**src/rtl/result_writer.sv**
```systemverilog
// rtl/result_writer.sv - buffers ALU row results and writes them to result SRAM at consecutive addresses
module result_writer #(
    parameter int DATA_W      = 20,
    parameter int ADDR_W      = 8,
    parameter int NUM_RESULTS = 64,
    parameter int FIFO_DEPTH  = 4
) (
    input  logic              clk,
    input  logic              rst,
    input  logic              start,
    input  logic [ADDR_W-1:0] base_addr,
    input  logic [DATA_W-1:0] sum_in,
    input  logic              sum_valid,
    input  logic              mem_ready,
    output logic              mem_we,
    output logic [ADDR_W-1:0] mem_addr,
    output logic [31:0]       mem_wdata,
    output logic              busy,
    output logic              done,
    output logic              overflow,
    output logic [ADDR_W:0]   count
);

    localparam int PTR_W = $clog2(FIFO_DEPTH);

    localparam logic [PTR_W-1:0] PTR_ONE  = PTR_W'(1);
    localparam logic [PTR_W:0]   OCC_ONE  = (PTR_W + 1)'(1);
    localparam logic [PTR_W:0]   OCC_FULL = (PTR_W + 1)'(FIFO_DEPTH);
    localparam logic [ADDR_W-1:0] ADDR_ONE = ADDR_W'(1);
    localparam logic [ADDR_W:0]  CNT_ONE  = (ADDR_W + 1)'(1);
    localparam logic [ADDR_W:0]  LAST_ACC = (ADDR_W + 1)'(NUM_RESULTS - 1);

    typedef enum logic [1:0] {
        S_IDLE  = 2'd0,
        S_RUN   = 2'd1,
        S_DRAIN = 2'd2,
        S_DONE  = 2'd3
    } state_t;

    state_t            state;
    logic [DATA_W-1:0] fifo_mem [FIFO_DEPTH];
    logic [PTR_W-1:0]  wr_ptr;
    logic [PTR_W-1:0]  rd_ptr;
    logic [PTR_W:0]    occ;
    logic [ADDR_W:0]   accepted;
    logic [ADDR_W-1:0] addr_ptr;

    logic fifo_empty;
    logic fifo_full;
    logic pop;
    logic push;
    logic drop;

    assign fifo_empty = (occ == '0);
    assign fifo_full  = (occ == OCC_FULL);

    // Write strobe and address/data are decoded straight from registers so they stay stable while stalled
    assign mem_we    = !fifo_empty && (state == S_RUN || state == S_DRAIN);
    assign mem_addr  = addr_ptr;
    assign mem_wdata = mem_we ? {{(32 - DATA_W){1'b0}}, fifo_mem[rd_ptr]} : 32'd0;

    // A pop in the same cycle frees a slot, so a full FIFO can still accept
    assign pop  = mem_we && mem_ready;
    assign push = (state == S_RUN) && sum_valid && (!fifo_full || pop);
    assign drop = (state == S_RUN) && sum_valid && fifo_full && !pop;

    // FIFO storage needs no reset; occupancy alone decides what is valid
    always_ff @(posedge clk) begin
        if (push) begin
            fifo_mem[wr_ptr] <= sum_in;
        end
    end

    // Job sequencing, FIFO pointers, address pointer and status flags
    always_ff @(posedge clk or posedge rst) begin
        if (rst) begin
            state    <= S_IDLE;
            wr_ptr   <= '0;
            rd_ptr   <= '0;
            occ      <= '0;
            accepted <= '0;
            addr_ptr <= '0;
            count    <= '0;
            overflow <= 1'b0;
            busy     <= 1'b0;
            done     <= 1'b0;
        end else begin
            unique case (state)
                S_IDLE: begin
                    if (start) begin
                        state    <= S_RUN;
                        busy     <= 1'b1;
                        addr_ptr <= base_addr;
                        count    <= '0;
                        accepted <= '0;
                        overflow <= 1'b0;
                        wr_ptr   <= '0;
                        rd_ptr   <= '0;
                        occ      <= '0;
                    end
                end
                S_RUN: begin
                    if (push && accepted == LAST_ACC) begin
                        state <= S_DRAIN;
                    end
                end
                S_DRAIN: begin
                    if (fifo_empty) begin
                        state <= S_DONE;
                        done  <= 1'b1;
                    end
                end
                S_DONE: begin
                    state <= S_IDLE;
                    done  <= 1'b0;
                    busy  <= 1'b0;
                end
                default: state <= S_IDLE;
            endcase

            if (push) begin
                wr_ptr   <= wr_ptr + PTR_ONE;
                accepted <= accepted + CNT_ONE;
            end
            if (pop) begin
                rd_ptr   <= rd_ptr + PTR_ONE;
                addr_ptr <= addr_ptr + ADDR_ONE;
                count    <= count + CNT_ONE;
            end
            if (push && !pop) begin
                occ <= occ + OCC_ONE;
            end else if (pop && !push) begin
                occ <= occ - OCC_ONE;
            end
            if (drop) begin
                overflow <= 1'b1;
            end
        end
    end

endmodule
```
**config.mk**
```make
export PLATFORM = sky130hd
export DESIGN_NAME = result_writer
export DESIGN_NICKNAME = d
export VERILOG_FILES = /design/src/rtl/result_writer.sv
export SDC_FILE = /design/constraint.sdc
export NUM_CORES = 1
export LEC_CHECK = 0
export CELL_PAD_IN_SITES_DETAIL_PLACEMENT = 0
export CELL_PAD_IN_SITES_GLOBAL_PLACEMENT = 1
export CORE_UTILIZATION = 47
export CTS_CLUSTER_SIZE = 40
export DETAILED_ROUTE_END_ITERATION = 16
export HOLD_SLACK_MARGIN = 0.02
export PLACE_DENSITY = 0.95
export SLEW_MARGIN = 20
export SYNTH_ARGS = -nofsm -noshare
export SYNTH_HDL_FRONTEND = slang
export SYNTH_SLANG_ARGS = --single-unit
```
**constraint.sdc**
```tcl
create_clock -name clk -period 3.8 [get_ports clk]
set_input_delay 1.14 -clock clk [delete_from_list [all_inputs] [get_ports clk]]
set_output_delay 1.14 -clock clk [all_outputs]
set_load 0.03 [all_outputs]
```
==> results of run 1 <==
## final timing paths
kind | endpoint | slack (ns) | cells after the start | start
max | mem_wdata[19] | 0.21 | 4 | rd_ptr[0]
min | count[8] | 0.48 | 1 | count[8]
max reg2reg | state[1] | 1.24 | 6 | state[0]
min reg2reg | count[8] | 0.48 | 1 | count[8]
max in group asynchronous | accepted[4] | 2.30 | 3 | rst
min in group asynchronous | mem_addr[6] | 1.15 | 3 | rst
## repair_timing
item | 4_1_cts | 5_1_grt
gates resized for setup | 0 | 2
endpoints found under the setup margin | 0 | 19
setup buffers | 0 | 0
## per-stage QoR
| step | cell area [um^2] | utilization [%] |
|---|---|---|
| 2_1_floorplan | 5360 | - |
| 3_3_place_gp | 6240 | 57.0 |
| 3_5_place_dp | 6240 | 57.0 |
| 4_1_cts | 6770 | 61.9 |
| 5_1_grt | 6780 | 62.0 |
| 6_report | 6780 | 62.0 |
## power groups by stage
stage                     Sequential, mW  Clock (mW)  Combinational (mW)
after CTS                           1.75        1.43                2.33
after global placement              1.76           0                2.27
after detailed placement            1.77           0                2.32
after global routing                1.78        1.49                2.51
after floorplan                     1.85           0                1.42
final                               1.75        1.41                2.32
## routing by layer
metal	track usage, %	up-vias	wire length [um]
met5	0	-	0
met4	8.40	0	164
met3	5.06	13	437
met2	32.9	93	5520
met1	24.2	1717	4370
li1	-	1599	-
## area by class of cell
cell class,instances,share of cell area (%)
Sequential cell,118,49.5
Tap cell,140,2.58
Timing Repair Buffer,90,13.0
Clock buffer,17,6.28
Clock inverter,15,1.61
Inverter,14,0.775
Multi-Input combinational cell,227,26.3
## placed cells by master, fill, tap and decap left out, types with 5 or more instances in the layout
| master | count |
|---|---|
| a21oi_1 | 7 |
| and2_1 | 6 |
| and3_1 | 21 |
| buf_4 | 17 |
| clkbuf_16 | 17 |
| clkdlybuf4s50_1 | 71 |
| clkinv_4 | 5 |
| conb_1 | 12 |
| dfrtp_1 | 38 |
| edfxtp_1 | 80 |
| ha_1 | 13 |
| inv_1 | 14 |
| mux2i_1 | 7 |
| mux4_2 | 20 |
| nand2_1 | 33 |
| nand3_1 | 20 |
| nor2_1 | 9 |
| nor3_1 | 9 |
| o21ai_0 | 18 |
## sequential cells by signal, indices dropped and copies added, names as in the netlist
register,flops
state,2
done,1
mem_addr,8
count,9
wr_ptr,2
overflow,1
fifo_mem,80
rd_ptr,2
busy,1
occ,3
accepted,9
## worst reg2reg max path, cell delays in order (launching register included)
cell and delay, ns:
dfrtp_1 0.40, inv_1 0.09, ha_2 0.56, and2_1 0.39, o2111ai_4 0.17, a222oi_1 0.46
mux2_1 0.37
## kinds of logic after synthesis
| kind of cell | count (synthesis) | synth area share, % |
|---|---|---|
| flip-flops | 118 | 63.1 |
| AND/OR/NAND/NOR | 110 | 10.5 |
| AO/OA/AOI/OAI | 56 | 7.42 |
| buffers and inverters | 44 | 4.24 |
| multiplexers | 32 | 10.9 |
| adder cells (fa/ha/maj) | 14 | 3.30 |
| XOR/XNOR | 3 | 0.494 |
| other | 1 | 0.0706 |
==> key figures, run 1 <==
Outcome
  – Outcome: finished clean

Route
  – Drt total wl: 10500 um
  – Via count: ~3400
  – Initial DRC Count: 283
  – DR pass1 iterations: 6
  – Wire per inst: about 17 um
  – DR vias/cell: roughly 5.5
  – DRC Markers: 0
  – Antenna Nets Post-Route: 0

Placement
  – RePlAce Congestion: between 0.7 and 0.8
  – IO buf count: 73
  – Worst slack, placed: 0.481 ns
  – DP Cell Count: between 500 and 600
  – Dpl hpwl: 7170 um

Timing
  – Tcrit/Tclk final: between 90% and 100%
  – Worst slew margin: about half
  – Least-Margin Pin Slew: between 0.7 and 0.8 ns
  – Final worst slack: around 0.21 ns
  – Final Hold Viols: 0
  – Unrepaired setup endpoints after global routing: false
  – Setup violators final: 0
  – Setup TNS: 0 ns
  – Peak Freq: roughly 280 MHz
  – Worst-case clock skew: slightly above 0.008 ns
  – Final Max Tran Viols: 0
  – Hold_ws: approximately 0.48 ns
  – Fin crit period: approximately 3.6 ns

Synth
  – Ys async rst share: 32.2%
  – Synth area leaders: edfxtp_1, dfrtp_1, mux4_2
  – Seq cells post-synth: 118
  – Number of synthesized flops with an enable pin: 80
  – Synthesized instance count: 378
  – Syn_area_per_cell: ~14 um^2
  – Leading area contributor after synthesis: edfxtp_1
  – Synth warnings: 0
  – Post-synthesis sequential area ratio: 63.1%
  – Synth top cells by count: edfxtp_1, dfrtp_1, nand2_1, and3_1
  – Unique cell type count in the Yosys netlist: between 50 and 60
  – Synth Flop Type: edfxtp_1
  – Top cell type's share of synthesized area: 45.2%
  – Count leader, synth: edfxtp_1
  – Synth Cell Area: 0.00532 mm^2

GRT
  – First-pass GRT wire length: 16900 um
  – Largest net degree at the start of global routing: 39
  – Total global-route track usage: about a fifth
  – Grt ovf: 0
  – Vias in the first global route: 3438
  – Antenna violations before repair: 0

Floorplan
  – Die Y-Extent: 108 um
  – Core area: between 0.01 and 0.015 mm^2
  – Die area: around 0.012 mm^2
  – Initial Util: about half
  – Row Count: 38
  – DIE WIDTH: 108 um
  – IO Count: 86

Clocking
  – Clock transition at the registers of the reported paths: approximately 0.060 ns
  – Root buf cell: clkbuf_16
  – H-Tree Depth: 4
  – CTS Buf Count: 17
  – CTS tree: built
  – Cts hold-fix bufs: 0
  – Sink Count: between 100 and 150
  – Skew-Pair Late Insertion Delay: between 0.4 and 0.5 ns
  – CTS Buffer Depth: 2

Setup path
  – Max stage delay on crit path: 0.58 ns
  – CP required: around 2.7 ns
  – WS Path Type: reg2out
  – Cell Chain, Critical Path: buf_12 -> mux4_2 -> and3_2 -> clkdlybuf4s50_1
  – Crit path DAT: between 2 and 2.5 ns
  – Crit-path slowest cell: clkdlybuf4s50_1
  – CP top delay family: buffers and inverters
  – Buf+Inv Stages, Crit Path: 2
  – Crit. End Element: output port
  – CP startpoint kind: register
  – Worst-path fanout max: 20

Final layout
  – Area Growth Syn to Fin: 27.5%
  – Final net count: 515
  – Layout cells sized above 1: between 15 and 20%
  – Area of the multi-input gates: between 0.0015 and 0.002 mm^2
  – Diode count: 0
  – Fin cells: slightly above 600
  – Fillers: approximately 790
  – Sequential Area: ~0.0034 mm^2

Power
  – Net switching power: between 2 and 2.5 mW
  – PD cells: slightly above 800 mW/mm^2
  – VDD IR max: approximately 480 uV
  – Logic gate share of total power: between 40% and 50%
  – Net Sw Frac: between 30 and 40%
  – Register share of total power: 32.0%
  – Static Leak: ~2.6 nW
  – Internal: between 3 and 4 mW
  – Clock power frac: between 20% and 30%
  – Overall power: 5.48 mW

Job
  – Max_cap viols: 0

Min path
  – Hold crit path type: reg2reg
No activity file was read; power rests on OpenSTA's default activity.
==> run 2, diff against run 1 <==
CTS_CLUSTER_SIZE = 10   (was 40)
==> results of run 2 <==
No change in the layout: final DEF, timing and power equal those of run 1.
